--- src/rtl/wb_reader_pkg.sv ---
// Shared types and constants for the Wishbone sample reader.
package wb_reader_pkg;

  // Reader state machine encoding.
  typedef enum logic [1:0] {
    IDLE = 2'd0,
    REQ  = 2'd1,
    OUT  = 2'd2
  } state_t;

  // The reader always fetches full 32-bit words.
  localparam logic [3:0]  WB_SEL_ALL = 4'hF;
  localparam logic [31:0] WORD_BYTES = 32'd4;

endpackage

--- src/rtl/wb_sample_reader_if.sv ---
// Wishbone classic read bus plus the valid/ready sample stream.
// The master side is the reader; the slave side is the responder and sink.
interface wb_sample_reader_if;

  logic        wbm_cyc_o;
  logic        wbm_stb_o;
  logic        wbm_we_o;
  logic [3:0]  wbm_sel_o;
  logic [31:0] wbm_adr_o;
  logic [31:0] wbm_dat_o;
  logic        wbm_ack_i;
  logic [31:0] wbm_dat_i;

  logic [31:0] m_data_o;
  logic        m_valid_o;
  logic        m_ready_i;

  modport master (
    output wbm_cyc_o, wbm_stb_o, wbm_we_o, wbm_sel_o, wbm_adr_o, wbm_dat_o,
    input  wbm_ack_i, wbm_dat_i,
    output m_data_o, m_valid_o,
    input  m_ready_i
  );

  modport slave (
    input  wbm_cyc_o, wbm_stb_o, wbm_we_o, wbm_sel_o, wbm_adr_o, wbm_dat_o,
    output wbm_ack_i, wbm_dat_i,
    input  m_data_o, m_valid_o,
    output m_ready_i
  );

endinterface

--- src/rtl/wb_timeout_cnt.sv ---
// Ack-wait counter: counts cycles spent waiting for ack; tc flags the
// last allowed wait cycle so the reader gives up exactly TIMEOUT cycles
// after stb first rose.
module wb_timeout_cnt #(
  parameter  int TIMEOUT = 255,
  localparam int W       = $clog2(TIMEOUT + 1)
) (
  input  logic         wb_clk_i,
  input  logic         wb_rst_ni,
  input  logic         clr,
  input  logic         en,
  input  logic         ld,
  input  logic [W-1:0] ld_val,
  output logic         tc
);

  localparam logic [W-1:0] TC_VAL = W'(TIMEOUT - 1);

  logic [W-1:0] cnt;

  // Clear has priority over load, load over increment.
  always_ff @(posedge wb_clk_i or negedge wb_rst_ni) begin
    if (!wb_rst_ni) begin
      cnt <= '0;
    end else if (clr) begin
      cnt <= '0;
    end else if (ld) begin
      cnt <= ld_val;
    end else if (en) begin
      cnt <= cnt + W'(1);
    end
  end

  assign tc = (cnt == TC_VAL);

endmodule

--- src/rtl/wb_sample_reader.sv ---
// Wishbone classic initiator that reads a contiguous word range from the
// ADC sample memory and presents each word on a valid/ready stream.
//
// state | meaning
// IDLE  | waiting for start; bus and stream quiet
// REQ   | cyc/stb asserted, waiting for ack or timeout
// OUT   | word held on the stream until the sink takes it
module wb_sample_reader
  import wb_reader_pkg::*;
#(
  parameter int CNT_W   = 12,
  parameter int TIMEOUT = 255
) (
  input  logic              wb_clk_i,
  input  logic              wb_rst_ni,
  input  logic              start_i,
  input  logic              abort_i,
  input  logic [31:0]       base_addr_i,
  input  logic [CNT_W-1:0]  word_cnt_i,
  output logic              busy_o,
  output logic              done_o,
  output logic              err_o,
  wb_sample_reader_if.master bus
);

  state_t           state;
  logic [31:0]      addr;
  logic [CNT_W-1:0] rem;
  logic             cyc;
  logic             busy;
  logic             done;
  logic             err;
  logic [31:0]      m_data;
  logic             m_valid;
  logic             tmo_tc;

  // Counter runs only while a request is outstanding and sits at zero
  // otherwise, so every REQ entry starts a fresh wait window.
  wb_timeout_cnt #(
    .TIMEOUT (TIMEOUT)
  ) u_tmo (
    .wb_clk_i  (wb_clk_i),
    .wb_rst_ni (wb_rst_ni),
    .clr       (state != REQ),
    .en        (state == REQ),
    .ld        (1'b0),
    .ld_val    ('0),
    .tc        (tmo_tc)
  );

  // Main sequencer; abort overrides every state, ack beats timeout.
  always_ff @(posedge wb_clk_i or negedge wb_rst_ni) begin
    if (!wb_rst_ni) begin
      state   <= IDLE;
      addr    <= '0;
      rem     <= '0;
      cyc     <= 1'b0;
      busy    <= 1'b0;
      done    <= 1'b0;
      err     <= 1'b0;
      m_data  <= '0;
      m_valid <= 1'b0;
    end else begin
      done <= 1'b0;
      if (abort_i) begin
        state   <= IDLE;
        cyc     <= 1'b0;
        m_valid <= 1'b0;
        busy    <= 1'b0;
      end else begin
        case (state)
          IDLE: begin
            if (start_i) begin
              err <= 1'b0;
              if (word_cnt_i != '0) begin
                addr  <= base_addr_i & ~32'd3;
                rem   <= word_cnt_i;
                busy  <= 1'b1;
                cyc   <= 1'b1;
                state <= REQ;
              end else begin
                done <= 1'b1;
              end
            end
          end
          REQ: begin
            if (bus.wbm_ack_i) begin
              m_data  <= bus.wbm_dat_i;
              m_valid <= 1'b1;
              cyc     <= 1'b0;
              state   <= OUT;
            end else if (tmo_tc) begin
              cyc   <= 1'b0;
              err   <= 1'b1;
              done  <= 1'b1;
              busy  <= 1'b0;
              state <= IDLE;
            end
          end
          OUT: begin
            if (bus.m_ready_i) begin
              m_valid <= 1'b0;
              rem     <= rem - CNT_W'(1);
              addr    <= addr + WORD_BYTES;
              if (rem == CNT_W'(1)) begin
                done  <= 1'b1;
                busy  <= 1'b0;
                state <= IDLE;
              end else begin
                cyc   <= 1'b1;
                state <= REQ;
              end
            end
          end
          default: state <= IDLE;
        endcase
      end
    end
  end

  assign busy_o        = busy;
  assign done_o        = done;
  assign err_o         = err;
  assign bus.wbm_cyc_o = cyc;
  assign bus.wbm_stb_o = cyc;
  assign bus.wbm_we_o  = 1'b0;
  assign bus.wbm_sel_o = WB_SEL_ALL;
  assign bus.wbm_adr_o = addr;
  assign bus.wbm_dat_o = '0;
  assign bus.m_data_o  = m_data;
  assign bus.m_valid_o = m_valid;

endmodule
--- src/flat_wrapper.sv ---
// flat-port wrapper written by rule: the top's interface ports become plain ports
module wb_sample_reader_flat import wb_reader_pkg::*;
#(
  parameter int CNT_W   = 12,
  parameter int TIMEOUT = 255
)
  (wb_clk_i, wb_rst_ni, start_i, abort_i, base_addr_i, word_cnt_i, busy_o, done_o, err_o, bus_wbm_cyc_o, bus_wbm_stb_o, bus_wbm_we_o, bus_wbm_sel_o, bus_wbm_adr_o, bus_wbm_dat_o, bus_wbm_ack_i, bus_wbm_dat_i, bus_m_data_o, bus_m_valid_o, bus_m_ready_i);
  wb_sample_reader_if bus_i ();
  input  logic wb_clk_i;
  input  logic wb_rst_ni;
  input  logic start_i;
  input  logic abort_i;
  input  logic [31:0] base_addr_i;
  input  logic [CNT_W-1:0] word_cnt_i;
  output logic busy_o;
  output logic done_o;
  output logic err_o;
  output wire logic [$bits(bus_i.wbm_cyc_o)-1:0] bus_wbm_cyc_o;
  output wire logic [$bits(bus_i.wbm_stb_o)-1:0] bus_wbm_stb_o;
  output wire logic [$bits(bus_i.wbm_we_o)-1:0] bus_wbm_we_o;
  output wire logic [$bits(bus_i.wbm_sel_o)-1:0] bus_wbm_sel_o;
  output wire logic [$bits(bus_i.wbm_adr_o)-1:0] bus_wbm_adr_o;
  output wire logic [$bits(bus_i.wbm_dat_o)-1:0] bus_wbm_dat_o;
  input wire logic [$bits(bus_i.wbm_ack_i)-1:0] bus_wbm_ack_i;
  input wire logic [$bits(bus_i.wbm_dat_i)-1:0] bus_wbm_dat_i;
  output wire logic [$bits(bus_i.m_data_o)-1:0] bus_m_data_o;
  output wire logic [$bits(bus_i.m_valid_o)-1:0] bus_m_valid_o;
  input wire logic [$bits(bus_i.m_ready_i)-1:0] bus_m_ready_i;
  assign bus_wbm_cyc_o = bus_i.wbm_cyc_o;
  assign bus_wbm_stb_o = bus_i.wbm_stb_o;
  assign bus_wbm_we_o = bus_i.wbm_we_o;
  assign bus_wbm_sel_o = bus_i.wbm_sel_o;
  assign bus_wbm_adr_o = bus_i.wbm_adr_o;
  assign bus_wbm_dat_o = bus_i.wbm_dat_o;
  assign bus_i.wbm_ack_i = bus_wbm_ack_i;
  assign bus_i.wbm_dat_i = bus_wbm_dat_i;
  assign bus_m_data_o = bus_i.m_data_o;
  assign bus_m_valid_o = bus_i.m_valid_o;
  assign bus_i.m_ready_i = bus_m_ready_i;
  wb_sample_reader #(.CNT_W(CNT_W), .TIMEOUT(TIMEOUT)) u_core (.wb_clk_i(wb_clk_i), .wb_rst_ni(wb_rst_ni), .start_i(start_i), .abort_i(abort_i), .base_addr_i(base_addr_i), .word_cnt_i(word_cnt_i), .busy_o(busy_o), .done_o(done_o), .err_o(err_o), .bus(bus_i));
endmodule
--- config.mk ---
export PLATFORM = sky130hd
export DESIGN_NAME = wb_sample_reader_flat
export DESIGN_NICKNAME = d
export VERILOG_FILES = /design/src/rtl/wb_reader_pkg.sv /design/src/rtl/wb_sample_reader_if.sv /design/src/rtl/wb_timeout_cnt.sv /design/src/rtl/wb_sample_reader.sv /design/src/flat_wrapper.sv
export SDC_FILE = /design/constraint.sdc
export NUM_CORES = 1
export LEC_CHECK = 0
export BUFFER_PORTS_ARGS = -buffer_cell sky130_fd_sc_hd__buf_2
export CAP_MARGIN = 0
export CORE_MARGIN = 10
export CORE_UTILIZATION = 45
export DETAILED_ROUTE_END_ITERATION = 8
export GPL_TIMING_DRIVEN = 0
export PLACE_DENSITY = 0.79
export SYNTH_ARGS = -nofsm -noshare
export SYNTH_HDL_FRONTEND = slang
export SYNTH_HIERARCHICAL = 1
export SYNTH_SLANG_ARGS = --single-unit
--- constraint.sdc ---
create_clock -name wb_clk_i -period 1.94 [get_ports wb_clk_i]
set_input_delay 0.485 -clock wb_clk_i [delete_from_list [all_inputs] [get_ports wb_clk_i]]
set_output_delay 0.485 -clock wb_clk_i [all_outputs]
set_load 0.03 [all_outputs]
=== Word level (Yosys, flattened, before mapping) ===
Index checks and enable logic that the tools add are counted.

* Bits in registers: 91

* Bitwise operators: 1
* Multiplexer cells: 47
* Add/sub/neg operators: 3
* Reductions and logical operators: 14
* Eq/ne operators: 19

{| class="wikitable"
|+ Operators by type and width
! cell !! count
|-
| 2-to-1 mux 32 bit || 3
|-
| case mux 32 bit (2 select lines) || 1
|-
| 2-to-1 mux 12 bit || 3
|-
| adder 32 x 3 -> 32 bit, second input constant || 1
|-
| 2-to-1 mux 1 bit || 25
|-
| case mux 12 bit (2 select lines) || 1
|-
| 2-to-1 mux 8 bit || 2
|-
| != test 3 bit, second input constant || 5
|-
| == test 12 x 1 -> 1 bit, second input constant || 1
|-
| 2-to-1 mux 2 bit || 6
|-
| nonzero test 12 bit || 1
|-
| subtractor 12 x 1 -> 12 bit, second input constant || 1
|-
| AND reduction 5 bit || 2
|-
| != test 3 x 2 -> 1 bit, second input constant || 3
|-
| case mux 1 bit (3 select lines) || 3
|-
| adder 8 x 1 -> 8 bit, second input constant || 1
|-
| == test 8 bit, second input constant || 1
|-
| AND reduction 7 bit || 1
|-
| != test 2 x 1 -> 1 bit, second input constant || 3
|-
| != test 2 bit, second input constant || 3
|-
| case mux 2 bit (3 select lines) || 1
|-
| AND reduction 3 bit || 2
|-
| AND reduction 6 bit || 1
|-
| nonzero test 2 bit || 3
|-
| other kinds (9) || 10
|}

=== Logic depth before layout (Yosys ltp) ===
* Depth after elaboration: 5
* Depth in mapped cells: 9
* Depth with buffers taken out: 9

=== Hierarchy ===
Netlist, hierarchy kept.

{| class="wikitable"
|+ Modules (own cells, without submodules)
! module !! area an instance (um2) !! times used !! cells each
|-
| wb_sample_reader || 4,639.4 || 1 || 484
|-
| wb_timeout_cnt || 473.0 || 1 || 53
|}

=== Worst setup path before layout ===
Ideal clock, no wire load.

* Kind: reg2reg
* Start point: register u_core.addr[13], in the netlist u_core/bus.wbm_adr_o[13]
* End point: register u_core.addr[29], in the netlist u_core/bus.wbm_adr_o[29]
* Stages on the path, launching flop included: 7
* Data arrival time: 1.905 ns
* Setup time: 0.142 ns
* Path slack: -0.107 ns
* Buffers on the path: 1
* Required time: 1.798 ns
* Path through: dfrtp_1 -> and4_1 -> buf_6 -> nand4_4 -> or4_4 -> o32ai_1 -> a211oi_1

* Longest elaborated chain between the ends: 3

{| class="wikitable"
|+ Ends and longest elaborated chain
! item !! line !! source
|-
| start, declared || wb_sample_reader.sv:27 || <nowiki>logic [31:0] addr;</nowiki>
|-
| start signal, assigned || wb_sample_reader.sv:76 || <nowiki>addr <= base_addr_i & ~32'd3;</nowiki>
|-
| start signal, assigned || wb_sample_reader.sv:104 || <nowiki>addr <= addr + WORD_BYTES;</nowiki>
|-
| adder 32 x 3 -> 32 bit || wb_sample_reader.sv:104 ||
|-
| 2-to-1 mux 32 bit || wb_sample_reader.sv:101 || <nowiki>if (bus.m_ready_i) begin</nowiki>
|-
| case mux 32 bit (2 select lines) || wb_sample_reader.sv:71 || <nowiki>case (state)</nowiki>
|}

Every way passes these cells. The select of a mux whose other input is x is not followed.
A chain may end at the register's enable or synchronous reset.

=== Worst setup path in the final report ===
* Start point: register u_core.state[0]
* End point: register u_core.rem[10]

* Longest elaborated chain between the ends: 3
* Elaborated cells on any way between the ends: 8
* Classes of those cells: 4 x eq/ne; 1 x mux; 3 x reduce/logical

{| class="wikitable"
|+ Ends and longest elaborated chain
! item !! line !! source
|-
| start, declared || wb_sample_reader.sv:26 || <nowiki>state_t state;</nowiki>
|-
| start signal, assigned || wb_sample_reader.sv:54 || <nowiki>state <= IDLE;</nowiki>
|-
| start signal, assigned || wb_sample_reader.sv:66 || <nowiki>state <= IDLE;</nowiki>
|-
| start signal, assigned || wb_sample_reader.sv:80 || <nowiki>state <= REQ;</nowiki>
|-
| == test 2 bit / zero test 2 bit (equally long branches) || wb_sample_reader.sv:71 ||
|-
| != test 2 bit (no line) (tied with other cells) || n/a ||
|-
| AND reduction 5 bit (no line) || n/a ||
|-
| end signal, assigned || wb_sample_reader.sv:77 || <nowiki>rem <= word_cnt_i;</nowiki>
|-
| end signal, assigned || wb_sample_reader.sv:103 || <nowiki>rem <= rem - CNT_W'(1);</nowiki>
|-
| end, declared || wb_sample_reader.sv:28 || <nowiki>logic [CNT_W-1:0] rem;</nowiki>
|}

Parallel ways exist; a longest one is shown, timed or not.

==> results.md <==
* Power per cell area at about 1500 nW/µm²
* Internal at 5.641 mW
* Die H at about 130 µm
* Post-DR wirelength/cell at 18.75 µm
* Max Clock Skew at 0.005205 ns
* Worst path cell trace: inv_2 -> ha_2 -> buf_8 -> nor2b_4 -> nor4_4 -> buf_4 -> buf_4 -> and4_1 -> o21ai_2 -> o221a_2
* Post-route design area at 7117 µm²
* H-tree levels at 3
* Setup WS post-layout at -0.07307 ns
* CTS tree: done
* CP dominant cell by count: buf_4
* Final Hold Viols at 0
* Critical Path Start Type: flip-flop
* Layout Cells excl Fill at about 920
* Tot GR Track Use at 20.78%
* Area growth, synth to finish at 39.21%
* Filler cell count at 907
* Arrival @ worst endpoint at 2.30 ns
* NetSw at 4.830 mW
* Ys flop type: dfrtp_1
* Initial Utilization at a little under half
* Core ar. at 10980 µm²
* Clk pwr share at 15.8%
* CP max-delay cell: dfrtp_2
* Failing checks: negative setup slack
* Synth async-reset ratio at 100.0%
* Vias in the first global route at around 5400
* DR pass1 iterations at 5
* Post-synth top area share at between 40% and 50%
* Synth cell types at 60
* CP Max Fanout at 9
* Comb pwr share at 50.7%
* Largest net degree at the start of global routing at 59
* Synth Instances at roughly 540
* Crit end category: flip-flop
* Global placement routability congestion at 0.9302
* DIE AREA at 16020 µm²
* Seq/Total Area, Yosys at 43.56%
* Switching Fraction at 46.13%
* DP HPWL at 12610 µm
* Cells after DPL at 873
* Max-cap violations at 0
* Mapped Area at 5112 µm²
* Max incr delay on CP at 0.42 ns
* Die Wd at 126.6 µm
* Setup violators final at 3
* First-pass GRT wire length at 27540 µm
* Fin nets at slightly below 900
* FP Rows at 38
* Min Tclk post-route at roughly 2.0 ns
* CTS Buf Count at 9
* Aggregate global routing overflow at 0
* Worst hold path class: input port to async pin
* Vias per inst at 5.582
* Post-route ant nets at 0
* Vias after detailed routing at 5158
* Synth area leaders: dfrtp_1, mux2_2, buf_4, a21oi_1, o21ai_0
* Drt drc at 0
* Cts hold-fix bufs at 0
* Post-route core utilization at 64.80%
* Cell with the most instances after synthesis: dfrtp_1
* Cell Area, Placed at 6301 µm²
* Starting DRT DRC Count at 464
* Slew @ Worst Pin at 0.5756 ns
* Unrepaired setup endpoints after global routing: yes
* Fraction of layout cells with a size suffix above 1 at 44.49%
* Req. time, crit path at 2.23 ns
* Avg Inst Size Synth at 9.520 µm²
* Clk root buf: clkbuf_16
* Clock sink count at 89
* Fin. max-slew vios at 0
* Initial antenna violation count at 5
* Synth warn at 6
* Critical path type: flip-flop to flip-flop
* Boundary pin count at 189
* Outcome: complete, but fails checks
* FMAX at 496.8 MHz
* Worst slew margin at 61.63%
* Worst-skew pair later-pin latency at ~0.35 ns
* Worst VDD drop at about 1.1 mV
* Port-buffer cells at 147
* Post-synth top cells: dfrtp_1, a21oi_1, buf_4, nand2_1, mux2_2
* Crit share post-route at 103.8%
* Synth area leader: dfrtp_1
* Post-synth EDFFs at 0
* Seq pwr share at 33.6%
* P_leak at 3.311 nW
* Reg clk slew, reported paths at ~0.06 ns
* WL final at 17320 µm
* Register bit total from synthesis at 89
* Longest Clk Path Bufs at 2
worst max-delay path: cells and delay by family, from the launching register on:
kind            cells  cell delay, ns
fa+ha+maj           1            0.20
simple gates        3            0.44
flops               1            0.42
buf+inv             4            0.55
compound gates      2            0.35
power by group through the flow:
stage          logic [mW]  registers, mW  clock network (mW)
2_1_floorplan        1.94           4.67                   0
3_3_place_gp         4.53           3.44                   0
3_5_place_dp         4.62           3.51                   0
4_1_cts              4.86           3.47                1.68
5_1_grt              5.69           3.64                1.76
6_report             5.31           3.51                1.65
cell usage in the layout (no fill, tap or decap), types with 17 or more instances in the layout:
master     n
buf_2    150
a21oi_1   44
nand2_1   34
conb_1    50
buf_4     74
mux2_2    32
o21ai_0   28
nor2_1    28
dfrtp_1   82
nand3_1   23
o22ai_1   17
per-stage QoR:
step,setup WS (ns),hold WS [ns],TNS (ns),power (mW)
after floorplan,-0.1048,0.1894,-2.660,6.615
after global placement,-0.5937,0.4835,-64.31,7.968
after detailed placement,-0.6087,0.4634,-29.66,8.124
after CTS,0.003346,0.09165,0,10.01
after global routing,-0.1247,0.1065,-2.115,11.09
final,-0.07307,0.08067,-0.09862,10.47
cell type report:
class	count	area, µm²	share of cell area, %
multi-input cells	410	2816	39.57
flip-flops and latches	89	2236	31.42
repair buffers	179	998.5	14.03
plain buffers	69	540.5	7.595
clock buffers	14	264.0	3.710
well taps	140	175.2	2.461
inverters	17	63.81	0.8966
clock inverters	2	12.51	0.1758
diodes	4	10.01	0.1406
routing by layer:
layer  up-vias  wire length (µm)  global-route usage (%)
met5         -                10                       0
li1       2392                 -                       -
met1      2415              6637                   23.99
met4         2               399                   8.841
met2       307              7909                   32.47
met3        42              2367                   9.704
state kept, by name, summed over array words and instances (netlist names):
register / count
u_core/state: 2
u_core/rem: 12
u_core/bus.wbm_adr_o: 30
u_core/bus.m_data_o: 32
u_core/u_tmo/cnt: 8
u_core/busy_o: 1
u_core/bus.m_valid_o: 1
u_core/bus.wbm_cyc_o: 1
u_core/err_o: 1
u_core/done_o: 1
kinds of logic (layout without fill, tap and decap cells):
group | Yosys count | in the layout | share of synthesized area, %
compound gates | 156 | 156 | 19.46
mux | 35 | 35 | 7.636
simple gates | 156 | 157 | 16.81
other cells | 2 | 54 | 0.1469
flops | 89 | 89 | 43.56
buf+inv | 87 | 281 | 9.667
xor+xnor | 3 | 3 | 0.5140
fa+ha+maj | 9 | 9 | 2.203
final timing paths:
check | start | end | slack, ns | cells past startpoint
min in group wb_clk_i | bus_wbm_dat_i[29] | u_core/bus.m_data_o[29] | 0.36 | 2
worst max register to register | u_core/state[0] | u_core/rem[10] | -0.07 | 10
worst min-delay path | wb_rst_ni | u_core/bus.m_data_o[7] | 0.08 | 1
worst min register to register | u_core/bus.m_data_o[14] | u_core/bus.m_data_o[14] | 0.50 | 1
worst max-delay path | u_core/state[0] | u_core/rem[10] | -0.07 | 10
max in group asynchronous | wb_rst_ni | u_core/bus.wbm_adr_o[5] | 1.22 | 2
repair_timing:
item,in CTS,in global routing
resized for setup,31,63
endpoints found under the setup margin,78,78
pin swaps,4,10
buffers inserted,16,15
gates cloned,1,0
(Power assumes the default switching activity.)
